<file path="src/rtl/jtime_pkg.sv">
// Shared types and constants for the jtimegen timing generator.
package jtime_pkg;

    typedef enum logic [1:0] {
        ST_IDLE   = 2'd0,
        ST_RUN    = 2'd1,
        ST_SINGLE = 2'd2
    } state_e;

    localparam logic [1:0] PH0 = 2'd0;
    localparam logic [1:0] PH1 = 2'd1;
    localparam logic [1:0] PH2 = 2'd2;
    localparam logic [1:0] PH3 = 2'd3;

    localparam int STEPS_MIN     = 2;
    localparam int STEPS_MAX     = 32;
    localparam int PHASE_LEN_MIN = 1;
    localparam int PHASE_LEN_MAX = 16;
    localparam int PRESC_W       = 4;

    // Returns {wclk, wclkd, wclke, wclks} for a phase.
    function automatic logic [3:0] phase_decode(input logic [1:0] ph);
        logic [3:0] clocks;
        case (ph)
            PH0:     clocks = 4'b1010;
            PH1:     clocks = 4'b1111;
            PH2:     clocks = 4'b0110;
            PH3:     clocks = 4'b0000;
            default: clocks = 4'b0000;
        endcase
        return clocks;
    endfunction

endpackage

</file>
<file path="src/rtl/jphase_gen.sv">
// Phase counter with PHASE_LEN prescaler, registered four-clock decode and
// a step-boundary strobe for the stepper.
module jphase_gen
    import jtime_pkg::*;
#(
    parameter int PHASE_LEN = 1
) (
    input  logic clk,
    input  logic rst_n,
    input  logic active,
    input  logic go,
    output logic wclk,
    output logic wclkd,
    output logic wclke,
    output logic wclks,
    output logic boundary
);

    logic [1:0]         phase_r;
    logic [1:0]         phase_next_s;
    logic [PRESC_W-1:0] presc_r;
    logic [PRESC_W-1:0] presc_next_s;
    logic               last_s;

    assign last_s   = (presc_r == PRESC_W'(PHASE_LEN - 1));
    assign boundary = active & last_s & (phase_r == PH3);

    // Next phase/prescaler; both restart at zero whenever the block is or becomes idle.
    always_comb begin
        phase_next_s = PH0;
        presc_next_s = PRESC_W'(0);
        if (active && go) begin
            if (last_s) begin
                phase_next_s = phase_r + 2'd1;
                presc_next_s = PRESC_W'(0);
            end else begin
                phase_next_s = phase_r;
                presc_next_s = presc_r + PRESC_W'(1);
            end
        end else begin
            phase_next_s = PH0;
            presc_next_s = PRESC_W'(0);
        end
    end

    // Clocks are decoded from the next phase so they line up with the counter.
    always_ff @(posedge clk or negedge rst_n) begin
        if (!rst_n) begin
            phase_r                    <= PH0;
            presc_r                    <= PRESC_W'(0);
            {wclk, wclkd, wclke, wclks} <= 4'b0000;
        end else begin
            phase_r <= phase_next_s;
            presc_r <= presc_next_s;
            if (go) begin
                {wclk, wclkd, wclke, wclks} <= phase_decode(phase_next_s);
            end else begin
                {wclk, wclkd, wclke, wclks} <= 4'b0000;
            end
        end
    end

endmodule

</file>
<file path="src/rtl/jtimegen.sv">
// CPU timing generator: run/halt/single-step FSM driving a four-phase clock
// set and a one-hot machine-step ring with early step reset.
module jtimegen
    import jtime_pkg::*;
#(
    parameter int STEPS     = 6,
    parameter int PHASE_LEN = 1
) (
    input  logic                     clk,
    input  logic                     reset,
    input  logic                     run,
    input  logic                     step,
    input  logic                     step_rst,
    output logic                     wclk,
    output logic                     wclkd,
    output logic                     wclke,
    output logic                     wclks,
    output logic [0:STEPS-1]         bos,
    output logic [$clog2(STEPS)-1:0] step_idx,
    output logic                     cycle_done,
    output logic                     halted
);

    localparam int IDX_W = $clog2(STEPS);
    localparam logic [0:STEPS-1] BOS_INIT = {1'b1, {(STEPS-1){1'b0}}};

    generate
        if (STEPS < STEPS_MIN || STEPS > STEPS_MAX ||
            PHASE_LEN < PHASE_LEN_MIN || PHASE_LEN > PHASE_LEN_MAX) begin : g_param_err
            $error("jtimegen: STEPS or PHASE_LEN outside legal range");
        end
    endgenerate

    logic [1:0] rst_sync_r;
    logic       rst_n_s;
    state_e     state_r;
    state_e     state_next_s;
    logic       flag_r;
    logic       boundary_s;
    logic       active_s;
    logic       go_s;
    logic       wrap_s;

    // Assertion is immediate; release waits two clock edges.
    always_ff @(posedge clk or negedge reset) begin
        if (!reset) begin
            rst_sync_r <= 2'b00;
        end else begin
            rst_sync_r <= {rst_sync_r[0], 1'b1};
        end
    end

    assign rst_n_s  = rst_sync_r[1];
    assign active_s = (state_r != ST_IDLE);
    assign go_s     = (state_next_s != ST_IDLE);
    assign wrap_s   = bos[STEPS-1] | flag_r | step_rst;

    // Next state: run beats step in IDLE; leaving RUN/SINGLE only at a boundary.
    always_comb begin
        state_next_s = state_r;
        case (state_r)
            ST_IDLE: begin
                if (run) begin
                    state_next_s = ST_RUN;
                end else if (step) begin
                    state_next_s = ST_SINGLE;
                end else begin
                    state_next_s = ST_IDLE;
                end
            end
            ST_RUN: begin
                if (boundary_s && !run) begin
                    state_next_s = ST_IDLE;
                end else begin
                    state_next_s = ST_RUN;
                end
            end
            ST_SINGLE: begin
                if (boundary_s) begin
                    state_next_s = ST_IDLE;
                end else begin
                    state_next_s = ST_SINGLE;
                end
            end
            default: state_next_s = ST_IDLE;
        endcase
    end

    jphase_gen #(
        .PHASE_LEN (PHASE_LEN)
    ) u_phase (
        .clk      (clk),
        .rst_n    (rst_n_s),
        .active   (active_s),
        .go       (go_s),
        .wclk     (wclk),
        .wclkd    (wclkd),
        .wclke    (wclke),
        .wclks    (wclks),
        .boundary (boundary_s)
    );

    // FSM state, stepper ring, index, sticky step-reset flag and status outputs.
    always_ff @(posedge clk or negedge rst_n_s) begin
        if (!rst_n_s) begin
            state_r    <= ST_IDLE;
            bos        <= BOS_INIT;
            step_idx   <= IDX_W'(0);
            flag_r     <= 1'b0;
            cycle_done <= 1'b0;
            halted     <= 1'b1;
        end else begin
            state_r <= state_next_s;
            halted  <= (state_next_s == ST_IDLE);
            if (boundary_s) begin
                if (wrap_s) begin
                    bos        <= BOS_INIT;
                    step_idx   <= IDX_W'(0);
                    cycle_done <= 1'b1;
                    flag_r     <= 1'b0;
                end else begin
                    bos        <= {1'b0, bos[0:STEPS-2]};
                    step_idx   <= step_idx + IDX_W'(1);
                    cycle_done <= 1'b0;
                    flag_r     <= flag_r;
                end
            end else begin
                cycle_done <= 1'b0;
                flag_r     <= flag_r | step_rst;
            end
        end
    end

endmodule
</file>
<file path="config.mk">
export PLATFORM = sky130hd
export DESIGN_NAME = jtimegen
export DESIGN_NICKNAME = d
export VERILOG_FILES = /design/src/rtl/jtime_pkg.sv /design/src/rtl/jphase_gen.sv /design/src/rtl/jtimegen.sv
export SDC_FILE = /design/constraint.sdc
export NUM_CORES = 1
export LEC_CHECK = 0
export ABC_CLOCK_PERIOD_IN_PS = 1110
export CAP_MARGIN = 20
export CORE_MARGIN = 5
export CORE_UTILIZATION = 45
export CTS_BUF_LIST = sky130_fd_sc_hd__clkbuf_8
export CTS_CLUSTER_SIZE = 20
export DETAILED_ROUTE_END_ITERATION = 16
export GPL_TIMING_DRIVEN = 0
export PLACE_DENSITY = 0.81
export SLEW_MARGIN = 20
export SYNTH_ARGS = -nofsm -noshare
export SYNTH_HDL_FRONTEND = slang
export SYNTH_SLANG_ARGS = --single-unit
</file>
<file path="constraint.sdc">
create_clock -name clk -period 1.11 [get_ports clk]
set_input_delay 0.2775 -clock clk [delete_from_list [all_inputs] [get_ports clk]]
set_output_delay 0.2775 -clock clk [all_outputs]
set_load 0.02 [all_outputs]
</file>
# After elaboration in Yosys (flattened, before gate mapping)
# Cells that the tools add are included.
[word_totals]
regBits = 26
input_bits = 5
wordCells = 57
[op_classes]
addsub = 3
eq_ne = 7
mux = 20
bitwise_logic = 5
n_reduce_logical = 9
[op_table]
columns = ["operator", "count"]
rows = [
  ["$pmux 4 s4", 1],
  ["$mux 2", 5],
  ["$mux 1", 9],
  ["$eq 2x2->1 const B", 4],
  ["$mux 4", 2],
  ["$logic_not 2->1", 3],
  ["$mux 6", 1],
  ["$pmux 2 s3", 1],
  ["$add 4x1->4 const B", 1],
  ["$eq 2x1->1 const B", 2],
  ["$logic_not 4->1", 1],
  ["$reduce_bool 2->1", 2],
  ["$add 3x1->3 const B", 1],
  ["$mux 3", 1],
  ["$or 1x1->1", 3],
  ["$add 2x1->2 const B", 1],
  ["$and 1x1->1", 2],
  ["$logic_and 1x1->1", 2],
  ["$ne 2x1->1 const B", 1],
  ["$logic_not 1->1", 1],
]

# Longest topological paths before layout
# Gate-level depths: netlist (run 1).
[logic_depth]
ltp_word = 12
ltp_mapped = 10
depth_no_buf = 9

# By module
# From an unflattened synthesis (run 1), not the netlist that was laid out.
[hier_totals]
hier_cells = 98
area_unflattened_um2 = 1102.3
[modules_own_cells]
columns = ["mod", "instances", "cells_each", "area_per_inst_um2", "seq_area_each_um2"]
rows = [
  ["jtimegen", 1, 61, 646.9, 402.9],
  ["jphase_gen", 1, 37, 455.4, 250.2],
]

# Worst setup path before layout (run 1)
# OpenSTA, ideal clock, no wires.
[synth_path]
path_kind = "reg-to-reg"
start = "reg u_phase.presc_r[0]"
end = "reg u_phase.wclkd"
setup_ns = 0.101
arrival_time_ns = 1.863
required_ns = 1.009
path_slack_ns = -0.854
stages_incl_launch_ff = 9
path_buffers = 0
cell_sequence = "dfrtp_1 -> inv_1 -> ha_1 -> nor3b_2 -> mux2i_1 -> o21ai_1 -> ha_1 -> or2_1 -> o32ai_1"
[synth_via]
elab_chain_cells = 12
[synth_lines]
columns = ["element", "line", "source"]
rows = [
  ["from (decl)", "jphase_gen.sv:21", "logic [PRESC_W-1:0] presc_r;"],
  ["from (signal assigned)", "jphase_gen.sv:54", "presc_r <= presc_next_s;"],
  ["$logic_not 4->1 *", "jphase_gen.sv:25", "assign last_s = (presc_r == PRESC_W'(PHASE_LEN - 1));"],
  ["$and 1x1->1 (2 in series)", "jphase_gen.sv:26", "assign boundary = active & last_s & (phase_r == PH3);"],
  ["$logic_and 1x1->1", "jtimegen.sv:72", "if (boundary_s && !run) begin"],
  ["$mux 1", "jtimegen.sv:72", ""],
  ["$pmux 2 s3", "jtimegen.sv:61", "case (state_r)"],
  ["$reduce_bool 2->1", "jtimegen.sv:55", "assign go_s = (state_next_s != ST_IDLE);"],
  ["$logic_and 1x1->1", "jphase_gen.sv:32", "if (active && go) begin"],
  ["$mux 2 *", "jphase_gen.sv:32", ""],
  ["net u_phase.phase_next_s[0]", "jphase_gen.sv:20", "logic [1:0] phase_next_s;"],
  ["$eq 2x2->1, or another cell as far along", "jtime_pkg.sv:24", "case (ph)"],
  ["$pmux 4 s4 *", "jtime_pkg.sv:24", ""],
  ["$mux 1 *", "jphase_gen.sv:55", "if (go) begin"],
  ["to (signal assigned)", "jphase_gen.sv:56", "{wclk, wclkd, wclke, wclks} <= phase_decode(phase_next_s);"],
  ["to (decl)", "jphase_gen.sv:13", "output logic wclkd,"],
]
# The timed path passes the listed nets; every way through them passes the cells marked *.
# A chain may end at the register's enable or synchronous reset.

# Worst setup path after layout (run 1)
[layout_path]
start = "reg u_phase.presc_r[1]"
end = "reg u_phase.wclk"
[layout_via]
elab_chain_cells = 12
[layout_lines]
columns = ["element", "line", "source"]
rows = [
  ["$logic_not 4->1 *", "jphase_gen.sv:25", ""],
  ["$and 1x1->1 (2 in series)", "jphase_gen.sv:26", ""],
  ["$logic_and 1x1->1", "jtimegen.sv:72", ""],
  ["$mux 1", "jtimegen.sv:72", ""],
  ["$pmux 2 s3", "jtimegen.sv:61", ""],
  ["$reduce_bool 2->1", "jtimegen.sv:55", ""],
  ["$logic_and 1x1->1", "jphase_gen.sv:32", ""],
  ["$mux 2", "jphase_gen.sv:32", ""],
  ["$eq 2x2->1, or another cell as far along", "jtime_pkg.sv:24", ""],
  ["$pmux 4 s4", "jtime_pkg.sv:24", ""],
  ["$mux 1 *", "jphase_gen.sv:55", ""],
  ["to (signal assigned)", "jphase_gen.sv:56", ""],
  ["to (decl)", "jphase_gen.sv:12", "output logic wclk,"],
]
# Mark *: on every way between the ends. The rest lies on a longest branch, timed or not.

==> results of run 1 <==
-- cell usage after synthesis (2+ instances only) --
library cell               number
sky130_fd_sc_hd__a21oi_1        3
sky130_fd_sc_hd__buf_2          3
sky130_fd_sc_hd__dfrtp_1       24
sky130_fd_sc_hd__dfstp_2        2
sky130_fd_sc_hd__ha_1           7
sky130_fd_sc_hd__inv_1          5
sky130_fd_sc_hd__mux2i_1        4
sky130_fd_sc_hd__nand2_1        6
sky130_fd_sc_hd__nand2b_1       3
sky130_fd_sc_hd__nand3b_1       2
sky130_fd_sc_hd__nor2_1        10
sky130_fd_sc_hd__o21a_1         2
sky130_fd_sc_hd__o21ai_1       13
sky130_fd_sc_hd__o32ai_1        4
sky130_fd_sc_hd__or2_1          3
sky130_fd_sc_hd__xor2_1         2
-- flip-flops by register name, indices dropped and copies added, names as in the netlist --
name and cells:
bos 6, halted 1, flag_r 1, step_idx 3, rst_sync_r 2, cycle_done 1, u_phase.wclkd 1, u_phase.wclke 1
u_phase.presc_r 4, u_phase.wclk 1, u_phase.wclks 1, state_r 2, u_phase.phase_r 2
-- cells in the final DEF (no fill, tap or decap), types with 3 or more instances in the layout --
cell	netlist	final
sky130_fd_sc_hd__dfrtp_1	24	23
sky130_fd_sc_hd__ha_1	7	3
sky130_fd_sc_hd__o21ai_2	1	4
sky130_fd_sc_hd__buf_4	0	22
sky130_fd_sc_hd__or2_1	3	3
sky130_fd_sc_hd__buf_2	3	11
sky130_fd_sc_hd__o21ai_1	13	8
sky130_fd_sc_hd__nand2b_1	3	3
sky130_fd_sc_hd__inv_2	0	3
sky130_fd_sc_hd__buf_6	1	8
sky130_fd_sc_hd__clkdlybuf4s50_1	0	4
sky130_fd_sc_hd__nor2_1	10	9
sky130_fd_sc_hd__o32ai_2	0	4
sky130_fd_sc_hd__nand2_1	6	6
sky130_fd_sc_hd__clkbuf_8	0	3
-- metal layers --
metal  track usage, %  vias up  share of wire (%)
li1                 -      492                  -
met1            18.03      521                 40
met2            28.97       24                 54
met3            3.020        4                4.7
met4            5.195        0               0.76
met5                0        -                  0
-- repair_timing --
item | in CTS | in global routing
pin swaps | 6 | 2
hold buffers | 0 | 0
gates resized for setup | 85 | 15
buffers inserted | 16 | 9
endpoints found under the setup margin | 39 | 56
-- power by group through the flow --
stage                     sequential [mW]  clock [mW]  combinational [mW]
final                                1.58       0.511                3.19
after global routing                 1.62       0.567                3.47
after CTS                            1.57       0.525                2.74
after detailed placement             1.62           0                2.24
after global placement               1.60           0                2.13
after floorplan                      1.82           0                1.27
-- logic make-up (layout without fill, tap and decap cells) --
group / Yosys count / after routing
flip-flops: 26 / 26
adder cells (fa/ha/maj): 7 / 7
multiplexers: 5 / 5
AND/OR/NAND/NOR: 35 / 35
buffers and inverters: 9 / 55
other: 1 / 1
XOR/XNOR: 3 / 3
AO/OA/AOI/OAI: 28 / 28
-- how the worst max path moves through the flow --
stage / endpoint
6_report: u_phase.wclk$_DFF_PN0_
5_1_grt: u_phase.wclkd$_DFF_PN0_
4_1_cts: u_phase.wclkd$_DFF_PN0_
3_5_place_dp: u_phase.wclk$_DFF_PN0_
3_3_place_gp: u_phase.wclkd$_DFF_PN0_
2_1_floorplan: u_phase.wclkd$_DFF_PN0_
-- critical path, stage by stage (launching register included) --
cell                      delay [ps]
sky130_fd_sc_hd__dfrtp_1         390
sky130_fd_sc_hd__inv_2            80
sky130_fd_sc_hd__ha_4            130
sky130_fd_sc_hd__nor3b_4         310
sky130_fd_sc_hd__mux2i_2         310
sky130_fd_sc_hd__buf_4           160
sky130_fd_sc_hd__o21a_1          120
sky130_fd_sc_hd__ha_1            140
sky130_fd_sc_hd__nor2_1           60
sky130_fd_sc_hd__or2_1           210
sky130_fd_sc_hd__o32ai_2         110
-- cell type report --
| class | count | area [um^2] | share of cell area (%) |
|---|---|---|---|
| Inverter | 5 | 18.77 | 1.014 |
| Tap cell | 31 | 38.79 | 2.096 |
| Sequential cell | 26 | 654.4 | 35.36 |
| Multi-Input combinational cell | 79 | 716.9 | 38.74 |
| Clock buffer | 3 | 41.29 | 2.231 |
| Buffer | 4 | 30.03 | 1.623 |
| Timing Repair Buffer | 43 | 350.3 | 18.93 |
-- metrics by stage --
stage,setup WS (ps),instance area (um^2)
floorplan,-739.1,1314
global placement,-891.6,1543
detailed placement,-975.9,1543
CTS,-899.8,1737
global route,-1055,1851
finish,-993.0,1851
==> Flow_metrics.wiki, run 1 <==
{| class="wikitable"
! Metric !! Value
|-
| Post-synthesis share of cell area spent on full adders, half adders and majority gates || 6.883%
|-
| Count of yosys warnings during synthesis || 0
|-
| Number of placement rows || 19
|-
| Core Footprint || 2734 um^2
|-
| Setup repair after global routing missed its margin || true
|-
| Proportion of synthesized area in mux cells || 4.228%
|-
| Clock tree from TritonCTS || done
|-
| Top_reg_cell synth || sky130_fd_sc_hd__dfrtp_1
|-
| Total inserted antenna cells || 0
|-
| Internal portion of total power || 3.210 mW
|-
| Die Width || 63.18 um
|-
| Final Wtd Congestion || 0.7960
|-
| Peak supply drop || 2.083 mV
|-
| Fraction of synthesized cell area in xor and xnor cells || 2.065%
|-
| Final worst slack || -993.0 ps
|-
| Synth top area share || 47.20%
|-
| Power density over the cells || 2854 nW/um^2
|-
| # H-tree levels || 1
|-
| Violated checks || negative setup slack
|-
| Shortest period the worst path allows || 2103 ps
|-
| Start-to-end type of the worst setup path || flop to flop
|-
| I/O pin total || 20
|-
| Post-route total power || 5.281 mW
|-
| Post-synthesis sequential element count || 26
|-
| Leak || 0.7952 nW
|-
| Slew of the pin with the lowest slew margin || 541.0 ps
|-
| Register-to-register setup slack || -990 ps
|-
| Clock transition at the registers of the reported paths || 80 ps
|-
| Number of nets in the finished design || 174
|-
| Setup crit start || u_phase.presc_r[1]$_DFF_PN0_
|-
| Reg-to-reg startpoint || u_phase.presc_r[1]$_DFF_PN0_
|-
| Avg Cell Area, Syn || 11.16 um^2
|-
| Comb pwr share || 60.5%
|-
| Mapped cell area || 1272 um^2
|-
| Fraction of layout instances using a drive strength above 1 || 49.38%
|-
| Die span in y || 63.18 um
|-
| CTS root buffer || sky130_fd_sc_hd__clkbuf_8
|-
| Area delta synth->final || 45.43%
|-
| Detailed Routing Iterations Pass 1 || 4
|-
| Clock group share of total power || 9.7%
|-
| Portion of the clock cycle consumed by the worst path in the final layout || 189.5%
|-
| Critical path data required time || 1280 ps
|-
| Arrival time of the worst setup path || 2270 ps
|-
| Total Die Area || 3991 um^2
|-
| Critical-path maximum fanout || 4
|-
| FFs w/ async S/R, synth || 100.0%
|-
| TritonCTS sink count || 26
|-
| Vias in the first global route || 1094
|-
| Crit path launch type || flop
|-
| Number of filler cells placed in the layout || 197
|-
| Reported max-cap violation count || 0
|-
| Endpoints failing hold || 0
|-
| Max-slew violations || 0
|-
| Number of non-filler instances in the completed layout || 191
|-
| Worst R2R Path Depth || 10
|-
| Share of the yosys chip area belonging to registers || 51.33%
|-
| Grt total ovfl || 0
|-
| Main combinational cell family by area after synthesis || simple AND/OR/NAND/NOR gates
|-
| Overall Global Routing Usage || 15.73%
|-
| Final standard cell utilization of the core || 67.69%
|-
| Fraction of the mapped netlist area in simple logic gates || 17.60%
|-
| Count of different cell masters after synthesis || 37
|-
| Tightest Hold Check Type || input pin to async pin
|-
| Detailed router's first-iteration violation count || 19
|-
| Compound-Gate Fraction of Synth Area || 14.06%
|-
| Global-route wire length before repair || 5140 um
|-
| Routed Wire Length || 3016 um
|-
| Vias per Instance || 5.450
|-
| Total instance count after detailed placement || 164
|-
| Number of CTS-inserted buffers || 3
|-
| Highest clock frequency the design can meet || 475.5 MHz
|-
| Instance count of the mapped netlist || 114
|-
| Worst Hold Slack || 168.8 ps
|-
| Sw power || 2.071 mW
|-
| Summed negative setup slack over all endpoints || -10770 ps
|-
| Worst Setup End Kind || flop
|-
| Cell type with the largest total area after synthesis || sky130_fd_sc_hd__dfrtp_1
|-
| Switching share of power || 39.22%
|-
| Reg2Reg Capture Point || u_phase.wclk$_DFF_PN0_
|-
| Worst skew pair latency || 260 ps
|-
| DR DRC count || 0
|-
| Effective utilization at floorplan || 46.54%
|-
| Top area cells in the synthesized netlist || sky130_fd_sc_hd__dfrtp_1 (47%), sky130_fd_sc_hd__ha_1 (6.9%), sky130_fd_sc_hd__o21ai_1 (5.1%)
|-
| Final setup violating endpoints || 27
|-
| Outcome || complete, but fails checks
|-
| WL/cell || 15.79 um
|-
| Pin count of the biggest net entering global routing || 25
|-
| Maximum buffer depth of the clock tree || 2
|-
| Number of enable flip-flop cells after synthesis || 0
|-
| Post-Syn Nets || 126
|-
| Via count of the routed design || 1041
|-
| Headroom to the max-slew limit || 63.94%
|-
| Skew final || 1.182 ps
|-
| Number of routed nets with antenna violations || 0
|-
| Count of port buffers added during placement || 19
|-
| Sequential share of power || 29.8%
|-
| Number of antenna violations at the first check in global routing || 0
|-
| HPWL after detailed placement || 1847 um
|}
Note: power is estimated with default switching activity, not from simulation.
==> run 2, diff against run 1 <==
Settings changed: CTS_CLUSTER_DIAMETER set to 150, PLACE_DENSITY 0.81 to 0.79, SLEW_MARGIN 20 to not set.
==> run 2 against run 1 <==
  * The flow still finishes with violations (negative setup slack)
  * Final area grew 6.8%
  * Non-clock buffer count shrank 3
  * Clock skew grew 7.4 ps
  * First-iteration DRC count grew 120%
  * Critical path depth shrank 1
  * Cell count shrank 1.0%
  * Power grew 4.8%
  * Utilization grew 4.6 points
  * Via count shrank 0.48%
  * Hold slack lost 69 ps
  * Highest routed layer unchanged
==> Flow_metrics.wiki, run 2 (same netlist as run 1, synthesis figures left out) <==
{| class="wikitable"
! Metric !! Value
|-
| Outcome || complete, but fails checks (unchanged)
|-
| Violated checks || negative setup slack (unchanged)
|-
| WL/cell || 16.67 um (was 15.79 um)
|-
| TritonCTS sink count || 26 (unchanged)
|-
| Register-to-register setup slack || -950 ps (was -990 ps)
|-
| Worst skew pair latency || 270 ps (was 260 ps)
|-
| Total instance count after detailed placement || 164 (unchanged)
|-
| Fraction of layout instances using a drive strength above 1 || 51.90% (was 49.38%)
|-
| # H-tree levels || 1 (unchanged)
|-
| Critical path data required time || 1300 ps (was 1280 ps)
|-
| I/O pin total || 20 (unchanged)
|-
| Start-to-end type of the worst setup path || flop to flop (unchanged)
|-
| Number of CTS-inserted buffers || 3 (unchanged)
|-
| Vias per Instance || 5.481 (was 5.450)
|-
| Detailed router's first-iteration violation count || 41 (was 19)
|-
| Grt total ovfl || 0 (unchanged)
|-
| Final standard cell utilization of the core || 72.31% (was 67.69%)
|-
| Endpoints failing hold || 0 (unchanged)
|-
| Total Die Area || 3991 um^2 (unchanged)
|-
| DR DRC count || 0 (unchanged)
|-
| Leak || 0.8246 nW (was 0.7952 nW)
|-
| CP max stage cell || sky130_fd_sc_hd__dfrtp_1 (unchanged)
|-
| Die span in y || 63.18 um (unchanged)
|-
| Most frequent cells in the layout || sky130_fd_sc_hd__dfrtp_1 (24), sky130_fd_sc_hd__buf_4 (16), sky130_fd_sc_hd__buf_6 (15) (was sky130_fd_sc_hd__dfrtp_1 (23), sky130_fd_sc_hd__buf_4 (22), sky130_fd_sc_hd__buf_2 (11))
|-
| CTS root buffer || sky130_fd_sc_hd__clkbuf_8 (unchanged)
|-
| Number of routed nets with antenna violations || 0 (unchanged)
|-
| Final setup violating endpoints || 29 (was 27)
|-
| HPWL after detailed placement || 1779 um (was 1847 um)
|-
| Setup slack after placement || -946.8 ps (was -975.9 ps)
|-
| Flip-flop count of the largest register after layout || 6 (unchanged)
|-
| Highest clock frequency the design can meet || 485.1 MHz (was 475.5 MHz)
|-
| Critical-path maximum fanout || 3 (was 4)
|-
| Pin count of the biggest net entering global routing || 25 (unchanged)
|-
| Via count of the routed design || 1036 (was 1041)
|-
| Design Area, Final || 1977 um^2 (was 1851 um^2)
|-
| Tightest Hold Check Type || flop to async pin (was input pin to async pin)
|-
| Detailed Routing Iterations Pass 1 || 4 (unchanged)
|-
| Final worst slack || -951.5 ps (was -993.0 ps)
|-
| Number of nets in the finished design || 171 (was 174)
|-
| Number of filler cells placed in the layout || 191 (was 197)
|-
| Peak supply drop || 2.307 mV (was 2.083 mV)
|-
| Number of antenna violations at the first check in global routing || 0 (unchanged)
|-
| Die Width || 63.18 um (unchanged)
|-
| Registers with the most flip-flops || bos x6, u_phase.presc_r x4, step_idx x3 (unchanged)
|-
| Shortest period the worst path allows || 2061 ps (was 2103 ps)
|-
| Arrival time of the worst setup path || 2250 ps (was 2270 ps)
|-
| Final Wtd Congestion || 0.7579 (was 0.7960)
|-
| Setup repair after global routing missed its margin || true (unchanged)
|-
| Ordered cell list for the critical path || inv_2 > ha_4 > nor3b_4 > mux2i_1 > a21o_1 > ha_2 > nor2_2 > or2_1 > o32ai_2 (was inv_2 > ha_4 > nor3b_4 > mux2i_2 > buf_4 > o21a_1 > ha_1 > nor2_1 > or2_1 > o32ai_2)
|-
| Number of placement rows || 19 (unchanged)
|-
| Global-route wire length before repair || 5064 um (was 5140 um)
|-
| Power density over the cells || 2800 nW/um^2 (was 2854 nW/um^2)
|-
| Skew final || 8.608 ps (was 1.182 ps)
|-
| Routed Wire Length || 3151 um (was 3016 um)
|-
| Vias in the first global route || 1085 (was 1094)
|-
| Clock tree from TritonCTS || done (unchanged)
|-
| Reported max-cap violation count || 0 (unchanged)
|-
| Number of non-filler instances in the completed layout || 189 (was 191)
|-
| Placed standard-cell area || 1543 um^2 (unchanged)
|-
| Maximum buffer depth of the clock tree || 2 (unchanged)
|-
| Crit path launch type || flop (unchanged)
|-
| Total of hold buffers inserted after clock tree synthesis || 0 (unchanged)
|-
| Portion of the clock cycle consumed by the worst path in the final layout || 185.7% (was 189.5%)
|-
| Worst Hold Slack || 99.85 ps (was 168.8 ps)
|-
| Area delta synth->final || 55.36% (was 45.43%)
|-
| Total inserted antenna cells || 0 (unchanged)
|-
| Worst Setup End Kind || flop (unchanged)
|-
| Highest cell delay on the worst timing path || 400 ps (was 390 ps)
|-
| Most common library cell in the layout ignoring fill and taps || sky130_fd_sc_hd__dfrtp_1 (unchanged)
|-
| Clock transition at the registers of the reported paths || 100 ps (was 80 ps)
|-
| Core Footprint || 2734 um^2 (unchanged)
|-
| Reg with most FFs || bos (unchanged)
|-
| Overall Global Routing Usage || 15.63% (was 15.73%)
|-
| Effective utilization at floorplan || 46.54% (unchanged)
|-
| Max-slew violations || 0 (unchanged)
|-
| Count of port buffers added during placement || 19 (unchanged)
|}
## run 2: changes by cell type in the layout (fill, tap and decap cells not counted), sizes merged
cell	change
buf	-5
clkdlybuf4s15	+1
clkbuf	+2
## run 2: power breakdown
group          leakage [nW]  internal [mW]  switching [mW]
combinational         0.479           1.75            1.54
sequential            0.317           1.31           0.301
clock                0.0288          0.317           0.305
total                 0.825           3.38            2.15
## run 2: metrics by stage
step,TNS (ps),power [mW]
after floorplan,-4303,3.095
after global placement,-9634,3.722
after detailed placement,-10400,3.847
after CTS,-9790,5.112
after global routing,-11250,5.911
final,-9334,5.535
## run 2: routing by layer
layer	part of all wire (%)	vias to the layer above	wire [um]	track usage [%]
li1	-	485	-	-
met1	37	525	1175	17.70
met2	57	22	1799	28.59
met3	4.0	4	126	2.309
met4	1.6	0	50	7.013
met5	0	-	0	0
## run 2: worst paths after layout
path                                                    from                      end  cells past startpoint
worst min-delay path                 rst_sync_r[1]$_DFF_PN0_  step_idx[0]$_DFFE_PN0P_                      0
worst max-delay path            u_phase.presc_r[0]$_DFF_PN0_   u_phase.wclk$_DFF_PN0_                      9
worst max register to register  u_phase.presc_r[0]$_DFF_PN0_   u_phase.wclk$_DFF_PN0_                      9
worst min register to register       rst_sync_r[1]$_DFF_PN0_  step_idx[0]$_DFFE_PN0P_                      0
max in group asynchronous            rst_sync_r[1]$_DFF_PN0_         halted$_DFF_PN1_                      1
min in group clk                     rst_sync_r[0]$_DFF_PN0_  rst_sync_r[1]$_DFF_PN0_                      0
## run 2: layout make-up
type	count	area [um^2]	area share [%]
flip-flops and latches	26	653.1	33.04
well taps	31	38.79	1.962
clock buffers	4	55.05	2.785
inverters	5	18.77	0.9494
repair buffers	40	395.4	20.00
plain buffers	4	35.03	1.772
multi-input cells	79	780.7	39.49
## run 2: critical path: cells and delay by family, from the launching register on
| kind | cells | cell delay, ps |
|---|---|---|
| AO/OA/AOI/OAI | 2 | 300 |
| adder cells (fa/ha/maj) | 2 | 360 |
| buffers and inverters | 1 | 70 |
| flip-flops | 1 | 400 |
| multiplexers | 1 | 310 |
| AND/OR/NAND/NOR | 3 | 540 |
## run 2: repair_timing
| action | 4_1_cts | 5_1_grt |
|---|---|---|
| setup buffers | 18 | 4 |
| gates resized for setup | 96 | 27 |
| pin swaps | 8 | 6 |
| hold endpoints to repair | 0 | 0 |
| endpoints found under the setup margin | 39 | 36 |
==> run 3, diff against run 2 <==
Settings changed: SLEW_MARGIN set to 5.
==> run 3 against run 2 <==
  * The run still ends with negative setup slack left
  * Sequential power is essentially flat
  * Utilization is the same
  * Die area is the same
  * First-iteration DRC count is the same
==> Flow_metrics.wiki, run 3 (same netlist as run 1, synthesis figures left out) <==
{| class="wikitable"
! Metric !! Value
|-
| # H-tree levels || 1 (unchanged)
|-
| Pin count of the biggest net entering global routing || 25 (unchanged)
|-
| Reg with most FFs || bos (unchanged)
|-
| Grt total ovfl || 0 (unchanged)
|-
| Most frequent cells in the layout || sky130_fd_sc_hd__dfrtp_1 (24), sky130_fd_sc_hd__buf_4 (16), sky130_fd_sc_hd__buf_6 (15) (unchanged)
|-
| Highest clock frequency the design can meet || 485.1 MHz (unchanged)
|-
| Endpoints failing hold || 0 (unchanged)
|-
| Post-route total power || 5.535 mW (unchanged)
|-
| Worst Setup End Kind || flop (unchanged)
|-
| Reg2Reg Capture Point || u_phase.wclk$_DFF_PN0_ (unchanged)
|-
| WL/cell || 16.67 um (unchanged)
|-
| Arrival time of the worst setup path || 2250 ps (about the same)
|-
| Vias per Instance || 5.481 (unchanged)
|-
| Portion of the clock cycle consumed by the worst path in the final layout || 185.7% (unchanged)
|-
| Tightest Hold Check Type || flop to async pin (unchanged)
|-
| Total of hold buffers inserted after clock tree synthesis || 0 (unchanged)
|-
| Skew final || 8.608 ps (unchanged)
|-
| Final standard cell utilization of the core || 72.31% (unchanged)
|-
| Critical-path maximum fanout || 3 (unchanged)
|-
| Critical path data required time || 1300 ps (about the same)
|-
| HPWL after detailed placement || 1779 um (unchanged)
|-
| Number of placement rows || 19 (unchanged)
|-
| Registers with the most flip-flops || bos x6, u_phase.presc_r x4, step_idx x3 (unchanged)
|-
| Overall Global Routing Usage || 15.63% (unchanged)
|-
| Sequential share of power || 29.1% (about the same)
|-
| Total Die Area || 3991 um^2 (unchanged)
|-
| Final worst slack || -951.5 ps (unchanged)
|-
| Worst skew pair latency || 270 ps (about the same)
|-
| Routed Wire Length || 3151 um (unchanged)
|-
| Effective utilization at floorplan || 46.54% (unchanged)
|-
| Die span in y || 63.18 um (unchanged)
|-
| Detailed Routing Iterations Pass 1 || 4 (unchanged)
|-
| Global-route wire length before repair || 5064 um (unchanged)
|-
| Design Area, Final || 1977 um^2 (unchanged)
|-
| Crit path launch type || flop (unchanged)
|-
| Worst Hold Slack || 99.85 ps (unchanged)
|-
| Area delta synth->final || 55.36% (unchanged)
|-
| Final setup violating endpoints || 29 (unchanged)
|-
| Start-to-end type of the worst setup path || flop to flop (unchanged)
|-
| Die Width || 63.18 um (unchanged)
|-
| Final Wtd Congestion || 0.7579 (unchanged)
|-
| Number of nets in the finished design || 171 (unchanged)
|-
| Flip-flop count of the largest register after layout || 6 (unchanged)
|-
| Via count of the routed design || 1036 (unchanged)
|-
| Power density over the cells || 2800 nW/um^2 (unchanged)
|-
| Leak || 0.8246 nW (unchanged)
|-
| Reg-to-reg startpoint || u_phase.presc_r[0]$_DFF_PN0_ (unchanged)
|-
| Clock tree from TritonCTS || done (unchanged)
|-
| Fraction of layout instances using a drive strength above 1 || 51.90% (unchanged)
|-
| Count of port buffers added during placement || 19 (unchanged)
|-
| Register-to-register setup slack || -950 ps (about the same)
|-
| Vias in the first global route || 1085 (unchanged)
|-
| CP max stage cell || sky130_fd_sc_hd__dfrtp_1 (unchanged)
|-
| Worst R2R Path Depth || 9 (unchanged)
|-
| Comb pwr share || 59.6% (about the same)
|-
| Placed standard-cell area || 1543 um^2 (unchanged)
|-
| Number of routed nets with antenna violations || 0 (unchanged)
|-
| Setup repair after global routing missed its margin || true (unchanged)
|-
| Most common library cell in the layout ignoring fill and taps || sky130_fd_sc_hd__dfrtp_1 (unchanged)
|-
| Sw power || 2.151 mW (unchanged)
|-
| Reported max-cap violation count || 0 (unchanged)
|-
| Detailed router's first-iteration violation count || 41 (unchanged)
|-
| I/O pin total || 20 (unchanged)
|-
| Violated checks || negative setup slack (unchanged)
|-
| Switching share of power || 38.86% (unchanged)
|-
| Outcome || complete, but fails checks (unchanged)
|-
| Total inserted antenna cells || 0 (unchanged)
|-
| DR DRC count || 0 (unchanged)
|-
| Clock group share of total power || 11.2% (about the same)
|-
| Core Footprint || 2734 um^2 (unchanged)
|-
| Internal portion of total power || 3.384 mW (unchanged)
|-
| Number of antenna violations at the first check in global routing || 0 (unchanged)
|-
| Setup slack after placement || -946.8 ps (unchanged)
|-
| Ordered cell list for the critical path || inv_2 > ha_4 > nor3b_4 > mux2i_1 > a21o_1 > ha_2 > nor2_2 > or2_1 > o32ai_2 (unchanged)
|-
| Peak supply drop || 2.307 mV (unchanged)
|-
| Max-slew violations || 0 (unchanged)
|-
| Critical path capture point || u_phase.wclk$_DFF_PN0_ (unchanged)
|-
| CTS root buffer || sky130_fd_sc_hd__clkbuf_8 (unchanged)
|-
| Number of CTS-inserted buffers || 3 (unchanged)
|-
| Setup crit start || u_phase.presc_r[0]$_DFF_PN0_ (unchanged)
|-
| Clock transition at the registers of the reported paths || 100 ps (about the same)
|-
| Number of filler cells placed in the layout || 191 (unchanged)
|-
| Highest cell delay on the worst timing path || 400 ps (about the same)
|-
| TritonCTS sink count || 26 (unchanged)
|-
| Shortest period the worst path allows || 2061 ps (unchanged)
|-
| Maximum buffer depth of the clock tree || 2 (unchanged)
|}
==> run 3: cell counts in the layout (fill, tap and decap cells not counted) <==
No cell type changed its count.
==> run 3: metal layers <==
metal / wire length [um] / global-route usage [%]
met5: 0 / 0
met2: 1799 / 28.59
met3: 126 / 2.309
met4: 50 / 7.013
met1: 1175 / 17.70
==> run 3: worst min path at each step <==
| stage | startpoint | depth (start not counted) | slack (ps) | to |
|---|---|---|---|---|
| CTS | reset | 1 | 150 | rst_sync_r[0]$_DFF_PN0_ |
| floorplan | reset | 0 | -20 | rst_sync_r[0]$_DFF_PN0_ |
| finish | rst_sync_r[1]$_DFF_PN0_ | 0 | 100 | step_idx[0]$_DFFE_PN0P_ |
| global placement | rst_sync_r[0]$_DFF_PN0_ | 0 | 340 | rst_sync_r[1]$_DFF_PN0_ |
| global route | rst_sync_r[1]$_DFF_PN0_ | 0 | 110 | step_idx[0]$_DFFE_PN0P_ |
| detailed placement | rst_sync_r[0]$_DFF_PN0_ | 0 | 340 | rst_sync_r[1]$_DFF_PN0_ |
==> run 3: power groups by stage <==
stage / clock network, mW / logic [mW] / registers [mW]
floorplan: 0 / 1.27 / 1.82
global placement: 0 / 2.13 / 1.59
detailed placement: 0 / 2.23 / 1.62
CTS: 0.636 / 2.88 / 1.60
global route: 0.683 / 3.57 / 1.66
finish: 0.623 / 3.30 / 1.61
==> run 3: per-stage QoR <==
step | std cells | setup TNS [ps]
6_report | 189 | -9334
3_3_place_gp | 164 | -9634
4_1_cts | 185 | -9790
3_5_place_dp | 164 | -10400
2_1_floorplan | 114 | -4303
5_1_grt | 189 | -11250
==> run 3: final cells by class <==
cell class / instances / area, um^2 / share of cell area (%)
well taps: 31 / 38.79 / 1.962
multi-input cells: 79 / 780.7 / 39.49
inverters: 5 / 18.77 / 0.9494
repair buffers: 40 / 395.4 / 20.00
flip-flops and latches: 26 / 653.1 / 33.04
plain buffers: 4 / 35.03 / 1.772
clock buffers: 4 / 55.05 / 2.785
==> run 3: critical path: cells and delay by family (launching register included) <==
| kind | cells | cell delay (ps) |
|---|---|---|
| compound gates | 2 | 300 |
| fa+ha+maj | 2 | 360 |
| buf+inv | 1 | 70 |
| flops | 1 | 400 |
| mux | 1 | 310 |
| simple gates | 3 | 540 |
==> run 3: timing repair <==
item,4_1_cts,5_1_grt
endpoints found under the setup margin,39,36
setup buffers,18,4
resized for setup,96,27
pin swaps,8,6
endpoints found under the hold margin,0,0
